--- config.mk ---
export PLATFORM = sky130hd
export DESIGN_NAME = level_filter_edges
export DESIGN_NICKNAME = d
export VERILOG_FILES = /design/src/rtl/level_filter_edges.sv
export SDC_FILE = /design/constraint.sdc
export NUM_CORES = 1
export LEC_CHECK = 0
export ABC_CLOCK_PERIOD_IN_PS = 1270
export CAP_MARGIN = 20
export CELL_PAD_IN_SITES_DETAIL_PLACEMENT = 1
export CELL_PAD_IN_SITES_GLOBAL_PLACEMENT = 2
export CORE_AREA = 8 8 45 47
export CTS_BUF_LIST = sky130_fd_sc_hd__clkbuf_8
export CTS_CLUSTER_DIAMETER = 50
export CTS_CLUSTER_SIZE = 30
export DETAILED_ROUTE_END_ITERATION = 8
export DIE_AREA = 0 0 53 55
export PLACE_DENSITY_LB_ADDON = 0.08
export SLEW_MARGIN = 40
export SYNTH_ARGS = -nofsm -noshare
export SYNTH_HDL_FRONTEND = slang
export SYNTH_SLANG_ARGS = --single-unit
--- constraint.sdc ---
create_clock -name clk -period 1.27 [get_ports clk]
set_input_delay 0.254 -clock clk [delete_from_list [all_inputs] [get_ports clk]]
set_output_delay 0.254 -clock clk [all_outputs]
set_load 0.1 [all_outputs]
--- src/rtl/level_filter_edges.sv ---
// -----------------------------------------------------------------------------
// level_filter_edges
//
// Per-bit debounce filter for slow control/status levels that are already
// synchronous to clk (or synchronised here when LEVEL_FILTER_EDGES_SYNC_EN is
// defined). Each bit of d_out changes only after its input has differed from
// the current d_out for STABLE_CYCLES consecutive qualified samples (tick=1).
// When a bit changes, a one-cycle rise or fall strobe is produced for that bit,
// and changed pulses once for the whole vector.
//
// There is no valid/ready handshake in this block: tick is a pure sample
// qualifier. When tick=0 nothing advances, and the strobes read 0.
//
// Parameters:
//   WIDTH          number of independent bits
//   STABLE_CYCLES  consecutive qualified samples needed to accept a new level
//                  (must be >= 1; 0 raises an elaboration-time $error)
//   INIT           reset value of d_out (and of the synchroniser stages)
//
// Ports:
//   clk      in   single clock; all logic on posedge
//   rst_n    in   asynchronous active-low reset
//   tick     in   sample qualifier
//   d_in     in   [WIDTH] level input
//   d_out    out  [WIDTH] filtered level
//   rise     out  [WIDTH] one-cycle pulse when d_out bit goes 0->1
//   fall     out  [WIDTH] one-cycle pulse when d_out bit goes 1->0
//   changed  out  OR of rise|fall, registered with the pulses
//
// Optional feature (macro LEVEL_FILTER_EDGES_SYNC_EN):
//   defined   -> d_in passes through a 2-flop per-bit synchroniser first,
//                adding 2 clocks of latency; d_in may be asynchronous.
//   undefined -> d_in feeds the filter directly.
// -----------------------------------------------------------------------------
module level_filter_edges #(
    parameter int               WIDTH         = 1,
    parameter int               STABLE_CYCLES = 4,
    parameter logic [WIDTH-1:0] INIT          = '0
) (
    input  logic             clk,
    input  logic             rst_n,
    input  logic             tick,
    input  logic [WIDTH-1:0] d_in,
    output logic [WIDTH-1:0] d_out,
    output logic [WIDTH-1:0] rise,
    output logic [WIDTH-1:0] fall,
    output logic             changed
);

    // Counter wide enough to hold 0 .. STABLE_CYCLES-1.
    localparam int CW = $clog2(STABLE_CYCLES + 1);
    // Count value at which the next differing sample is accepted.
    localparam logic [CW-1:0] LAST = CW'(STABLE_CYCLES - 1);

    generate
        if (STABLE_CYCLES < 1) begin : g_bad_stable_cycles
            $error("level_filter_edges: STABLE_CYCLES must be >= 1");
        end
    endgenerate

    // -------------------------------------------------------------------------
    // Input stage: optional 2-flop synchroniser
    // -------------------------------------------------------------------------
    logic [WIDTH-1:0] d_filt;

`ifdef LEVEL_FILTER_EDGES_SYNC_EN
    logic [WIDTH-1:0] sync_1;
    logic [WIDTH-1:0] sync_2;

    always_ff @(posedge clk or negedge rst_n) begin
        if (!rst_n) begin
            sync_1 <= INIT;
            sync_2 <= INIT;
        end else begin
            sync_1 <= d_in;
            sync_2 <= sync_1;
        end
    end

    assign d_filt = sync_2;
`else
    assign d_filt = d_in;
`endif

    // -------------------------------------------------------------------------
    // Filter state
    // -------------------------------------------------------------------------
    logic [CW-1:0]    cnt      [WIDTH];
    logic [CW-1:0]    cnt_next [WIDTH];
    logic [WIDTH-1:0] d_next;
    logic [WIDTH-1:0] rise_next;
    logic [WIDTH-1:0] fall_next;

    // Next-state logic. A sample that agrees with d_out clears the count, so
    // any glitch shorter than STABLE_CYCLES qualified samples leaves no trace.
    // The count is cleared when it reaches LAST and the level is accepted, so
    // it never exceeds STABLE_CYCLES-1 and needs no saturation.
    always_comb begin
        d_next    = d_out;
        rise_next = '0;
        fall_next = '0;
        for (int i = 0; i < WIDTH; i++) begin
            cnt_next[i] = cnt[i];
        end

        if (tick) begin
            for (int i = 0; i < WIDTH; i++) begin
                if (d_filt[i] == d_out[i]) begin
                    cnt_next[i] = '0;
                end else if (cnt[i] == LAST) begin
                    d_next[i]    = d_filt[i];
                    cnt_next[i]  = '0;
                    rise_next[i] = d_filt[i];
                    fall_next[i] = ~d_filt[i];
                end else begin
                    cnt_next[i] = cnt[i] + CW'(1);
                end
            end
        end
    end

    // Strobes are recomputed every clock, so they always drop after one cycle
    // even when tick stays low.
    always_ff @(posedge clk or negedge rst_n) begin
        if (!rst_n) begin
            d_out   <= INIT;
            rise    <= '0;
            fall    <= '0;
            changed <= 1'b0;
            for (int i = 0; i < WIDTH; i++) begin
                cnt[i] <= '0;
            end
        end else begin
            d_out   <= d_next;
            rise    <= rise_next;
            fall    <= fall_next;
            changed <= |(rise_next | fall_next);
            for (int i = 0; i < WIDTH; i++) begin
                cnt[i] <= cnt_next[i];
            end
        end
    end

endmodule

==> implementation parameters, run 1 <==
Parameter                              Value

Pwr
  Net switching power    0.0003731 W
  Relative contribution of sequential cells to total power    32.3%
  Share of power burned in the clock network    28.1%
  Peak ir drop on the vdd network    0.0007245 V
  Cell internal pwr    0.0006801 W
  Leak Pwr    0.2247 nW
  Power density over cell area    2115 nW/µm²
  Switching power as a share of total power    35.43%
  Combinational power share    39.6%

Placed design
  Placer congestion estimate    0.6011
  Cells after DPL    50
  Count of buffers inserted at the top-level ports    7
  HPWL after detailed placement    531 µm

Critical path
  Required arrival time at the worst endpoint    1.38 ns
  Slowest Stage Delay on Critical Path    0.39 ns
  Peak fanout along the critical path    4
  Critical-path cell list    ha_1, nand3b_2, mux2_4
  Critical path class    reg2reg
  Reg-to-reg slack, setup    0.08 ns
  Highest-delay cell along the critical path    sky130_fd_sc_hd__dfrtp_1
  Kind of end point of the critical path    register
  Critical path buffers and inverters    0
  Startpoint class of the critical path    register
  Kind of cell adding the most delay to the critical path    flip-flops
  CP Data Arrival Time    1.30 ns

Clock network
  TritonCTS clock tree    built
  Number of CTS-inserted buffers    3
  Root cell of the clock tree    sky130_fd_sc_hd__clkbuf_8
  Worst-case clock buffer depth    2
  # H-tree levels    1
  Clock transition at path regs    0.04 ns
  Count of hold-fix buffers inserted at cts    0
  Number of buffers inserted by post-CTS setup repair    0
  Number of sinks handled by clock tree synthesis    7
  Latest clock arrival within the worst-skew pair    0.22 ns
  Gates resized, CTS repair    0

Timing
  Worst Max-Slew Pin Slew    0.3065 ns
  Max Clock Freq    837.1 MHz
  Final Cycle Share    94.06%
  Count of endpoints failing hold in the final timing report    0
  Remaining max-slew budget at the tightest pin    79.51%
  Setup TNS    0 ns
  Final number of max-transition violations    0
  Clock skew after layout    0.003880 ns
  Final number of setup-violating endpoints    0
  Unrepaired setup endpoints after global routing    false
  Final worst path period need    1.195 ns

Synthesis
  Most area-consuming cells after synthesis    sky130_fd_sc_hd__dfrtp_1, sky130_fd_sc_hd__mux2_4, sky130_fd_sc_hd__nor3b_1, sky130_fd_sc_hd__ha_1, sky130_fd_sc_hd__nand2b_1
  Top-area cell type share of the netlist area    58.58%
  Cell type with the highest aggregate area in the netlist    sky130_fd_sc_hd__dfrtp_1
  Proportion of synthesized chip area in sequential cells    58.58%
  Share of synthesized registers carrying an async set or reset    100.0%
  Dominant combinational cell family by area after synthesis    simple AND/OR/NAND/NOR gates
  Complex-gate fraction of the synthesized area    6.695%
  Net count after synthesis    29
  Post-Synthesis Cell Area    299.0 µm²
  Area share of and/or/nand/nor cells after synthesis    20.08%
  Number of enable flip-flop cells after synthesis    0
  Top-count cell post-synth    sky130_fd_sc_hd__dfrtp_1
  Post-synthesis mux area share    5.021%
  Syn Area/Cell    12.46 µm²
  Share of the synthesized netlist area taken by xor and xnor gates    2.929%
  Number of synthesis warnings    0
  Flip-flop and latch count after synthesis    7
  Most common library cells after synthesis    sky130_fd_sc_hd__dfrtp_1, sky130_fd_sc_hd__inv_1, sky130_fd_sc_hd__nand2b_1, sky130_fd_sc_hd__nor3b_1, sky130_fd_sc_hd__o22ai_1
  Number of distinct library cells after synthesis    14
  Arithmetic-cell share of the synthesized area counting full adders, half adders and majority gates    4.184%
  Leading register cell type out of synthesis    sky130_fd_sc_hd__dfrtp_1
  Gate Count Post-Synth    24

Global routing
  Wire length of the first global-routing pass    1.110 mm
  GRT Overall Usage    5.446%
  Initial antenna violation count    0
  Vias in the first global route    257
  GRT Residual Overflow    0
  Pin count of the biggest net entering global routing    8

Detailed routing
  Initial detailed-routing violation count    2
  DRC viols    0
  TritonRoute pass-1 iters    3
  Routed WL per cell    11.91 µm
  Final ANT Viol Nets    0
  Via count    227
  Via density per instance    4.204
  Wirelength, routed    643 µm

Floorplan
  Die Y-Extent    55 µm
  Initial core utilization    21.61%
  Placement row count    14
  Die Outline Area    2915 µm²
  Number of primary I/O pins    8
  Die width    53 µm
  Area of the core    1384 µm²

Final layout
  Number of standard cells in the final layout excluding fillers    54
  Final Util    35.99%
  Layout fillers    152
  Synth-to-layout area growth    66.53%
  Diode count    0
  Number of nets in the layout    44
  Ratio of cells with drive above 1 in the final layout    34.21%

Min path
  Min-Delay Path Class    in2async

Run status
  Status    complete, no violations

Run
  Max-cap viol count    0
==> final timing paths <==
path                         from     end  depth (start not counted)
min in group clk           cnt[0]  cnt[0]                          2
max                        cnt[0]   d_out                          3
min                         rst_n  cnt[1]                          1
max reg2reg                cnt[0]   d_out                          3
max in group asynchronous   rst_n   d_out                          1
min reg2reg                cnt[0]  cnt[0]                          2
==> stage by stage <==
stage | total power [W] | worst slack [ns] | hold WS (ns) | instance area (µm²)
final | 0.001053 | 0.07545 | 0.2870 | 498.0
after global routing | 0.001115 | 0.01172 | 0.3116 | 498.0
after CTS | 0.001067 | 0.06245 | 0.2982 | 498.0
after detailed placement | 0.0007662 | -0.06796 | 0.5241 | 452.9
after global placement | 0.0007493 | -0.04078 | 0.4979 | 452.9
after floorplan | 0.0005889 | 0.06943 | -0.04159 | 300.3
==> kinds of logic after synthesis <==
family / after synthesis
AO/OA/AOI/OAI: 3
buffers and inverters: 2
XOR/XNOR: 1
adder cells (fa/ha/maj): 1
flip-flops: 7
multiplexers: 1
AND/OR/NAND/NOR: 9
==> final cells by class <==
cell class                 instances  area, µm²  share of cell area, %
sequential                         7      176.4                  35.43
timing repair buffer              10      132.6                  26.63
multi-input combinational         15      116.4                  23.37
clock buffer                       3      41.29                  8.291
tap                               16      20.02                  4.020
inverter                           2      7.507                  1.508
clock inverter                     1      3.754                 0.7538
==> registers in the layout (all words and copies together), names as in the netlist <==
| name | cells |
|---|---|
| changed | 1 |
| fall | 1 |
| d_out | 1 |
| rise | 1 |
| cnt | 3 |
==> layer usage <==
layer	global-route usage, %	routed length, µm
met5	0	0
met4	2.586	0
met3	4.545	72
met2	7.813	326
met1	5.573	244
==> power by group through the flow <==
stage | logic [W] | clock network, W | registers (W)
after floorplan | 0.000131 | 0 | 0.000458
after global placement | 0.000414 | 0 | 0.000335
after detailed placement | 0.000425 | 0 | 0.000341
after CTS | 0.000422 | 0.000304 | 0.000341
after global routing | 0.000442 | 0.000322 | 0.000351
final | 0.000417 | 0.000296 | 0.000340
==> cells in the final DEF, fill, tap and decap left out, types with 2 or more instances in the layout <==
cell and n:
sky130_fd_sc_hd__nor3b_1 2, sky130_fd_sc_hd__buf_12 4, sky130_fd_sc_hd__o22ai_1 2, sky130_fd_sc_hd__clkbuf_8 3, sky130_fd_sc_hd__dfrtp_1 6, sky130_fd_sc_hd__nand2b_1 2, sky130_fd_sc_hd__clkdlybuf4s50_1 3, sky130_fd_sc_hd__inv_1 3
sky130_fd_sc_hd__buf_4 3
Note: power is estimated with default switching activity, not from simulation.
==> run 2: changes to the inputs <==
--- a/config.mk
+++ b/config.mk
@@ -6,7 +6,6 @@
 export NUM_CORES = 1
 export LEC_CHECK = 0
 export ABC_CLOCK_PERIOD_IN_PS = 1270
-export CAP_MARGIN = 20
 export CELL_PAD_IN_SITES_DETAIL_PLACEMENT = 1
 export CELL_PAD_IN_SITES_GLOBAL_PLACEMENT = 2
 export CORE_AREA = 8 8 45 47
@@ -15,7 +14,7 @@
 export CTS_CLUSTER_SIZE = 30
 export DETAILED_ROUTE_END_ITERATION = 8
 export DIE_AREA = 0 0 53 55
-export PLACE_DENSITY_LB_ADDON = 0.08
+export PLACE_DENSITY = 0.62
 export SLEW_MARGIN = 40
 export SYNTH_ARGS = -nofsm -noshare
 export SYNTH_HDL_FRONTEND = slang
==> implementation parameters, run 2 (synthesis results as in run 1) <==
Parameter                              Value

Final layout
  Post-layout instance area    498.0 µm²
  Commonest cells after routing, fill and taps aside    sky130_fd_sc_hd__dfrtp_1, sky130_fd_sc_hd__buf_12
  Flip-flop count of the largest register, all copies and words added    3
  Sequential cell area    176.4 µm²
  Synth-to-layout area growth    66.53%
  Ratio of cells with drive above 1 in the final layout    34.21%
  Multi-input combinational cell area    116.4 µm²
  Layout fillers    151
  Final Util    35.99%
  Diode count    0
  Commonest non-fill, non-tap cell in the layout    sky130_fd_sc_hd__dfrtp_1
  Register containing the most flip-flops in the final layout    cnt
  Number of nets in the layout    44

Critical path
  Critical path class    reg2reg
  Slowest Stage Delay on Critical Path    0.38 ns
  Startpoint class of the critical path    register
  CP Data Arrival Time    1.29 ns
  Critical-path cell list    ha_1, nand3b_2, mux2_4
  Kind of end point of the critical path    register
  Required arrival time at the worst endpoint    1.37 ns
  Reg-to-reg slack, setup    0.08 ns
  Peak fanout along the critical path    4
  Highest-delay cell along the critical path    sky130_fd_sc_hd__dfrtp_1

Timing
  Setup TNS    0 ns
  Final worst path period need    1.193 ns
  Final Cycle Share    93.95%
  Unrepaired setup endpoints after global routing    false
  Max Clock Freq    838.1 MHz
  Remaining max-slew budget at the tightest pin    76.95%
  Worst Max-Slew Pin Slew    0.3446 ns
  Final number of max-transition violations    0
  Clock skew after layout    0.002063 ns
  Final number of setup-violating endpoints    0
  Count of endpoints failing hold in the final timing report    0

Clock network
  # H-tree levels    1
  Latest clock arrival within the worst-skew pair    0.22 ns
  Number of sinks handled by clock tree synthesis    7
  Count of hold-fix buffers inserted at cts    0
  Gates resized, CTS repair    0
  Number of CTS-inserted buffers    3
  TritonCTS clock tree    built
  Number of buffers inserted by post-CTS setup repair    0
  Worst-case clock buffer depth    2
  Root cell of the clock tree    sky130_fd_sc_hd__clkbuf_8
  Clock transition at path regs    0.04 ns

Detailed routing
  Final ANT Viol Nets    0
  Wirelength, routed    689 µm
  Initial detailed-routing violation count    2
  Via count    226
  Via density per instance    4.185
  TritonRoute pass-1 iters    4
  Routed WL per cell    12.76 µm
  DRC viols    0

Global routing
  GRT Overall Usage    5.931%
  Wire length of the first global-routing pass    1.255 mm
  Vias in the first global route    265
  Pin count of the biggest net entering global routing    8
  GRT Residual Overflow    0
  Initial antenna violation count    0

Placed design
  HPWL after detailed placement    559.7 µm
  Placed inst area    452.9 µm²
  Count of buffers inserted at the top-level ports    7
  Placer congestion estimate    0.6991

Pwr
  Peak ir drop on the vdd network    0.001075 V
  Power density over cell area    2115 nW/µm²
  Leak Pwr    0.2247 nW
  Post-route total power    0.001053 W

Floorplan
  Area of the core    1384 µm²
  Die Y-Extent    55 µm
  Initial core utilization    21.61%
  Number of primary I/O pins    8
  Die width    53 µm
  Die Outline Area    2915 µm²
  Placement row count    14

Run
  Max-cap viol count    0

Run status
  Status    complete, no violations

Min path
  Min-Delay Path Class    in2async
## run 2: cell counts in the layout (fill, tap and decap cells not counted)
No cell type changed its count.
## run 2: through the flow
stage	hold slack, ns	setup slack, ns	cells
2_1_floorplan	-0.04159	0.06943	24
6_report	0.3044	0.07679	54
5_1_grt	0.3304	0.002184	54
4_1_cts	0.3144	0.06616	54
3_3_place_gp	0.4953	-0.06533	50
3_5_place_dp	0.5114	-0.06692	50
## run 2: worst paths after layout
kind,from,depth (start not counted),to
worst min-delay path,rst_n,1,cnt[2]
worst max register to register,cnt[0],3,d_out
worst min register to register,cnt[0],2,cnt[0]
max in group asynchronous,rst_n,1,d_out
min in group clk,cnt[0],2,cnt[0]
worst max-delay path,cnt[0],3,d_out
## run 2: per-layer routing
metal / track usage (%) / share of wire, %
met1: 6.317 / 40
met2: 8.789 / 44
met3: 4.278 / 16
met4: 2.586 / 0
met5: 0 / 0
## run 2: worst max-delay path: cells and delay by family, from the launching register on
family / cells / cell delay [ns]
muxes: 1 / 0.31
DFF: 1 / 0.38
and+or+nand+nor: 1 / 0.14
adders and majority gates: 1 / 0.23
## run 2: area by class of cell
cell class	instances	area share, %
flip-flops and latches	7	35.43
repair buffers	10	26.63
inverters	2	1.508
clock buffers	3	8.291
clock inverters	1	0.7538
well taps	16	4.020
multi-input cells	15	23.37
## run 2: report_power, final
part | internal [W] | switching [W]
Sequential | 0.000280 | 0.0000571
Clock | 0.000208 | 0.0000887
Combinational | 0.000191 | 0.000228
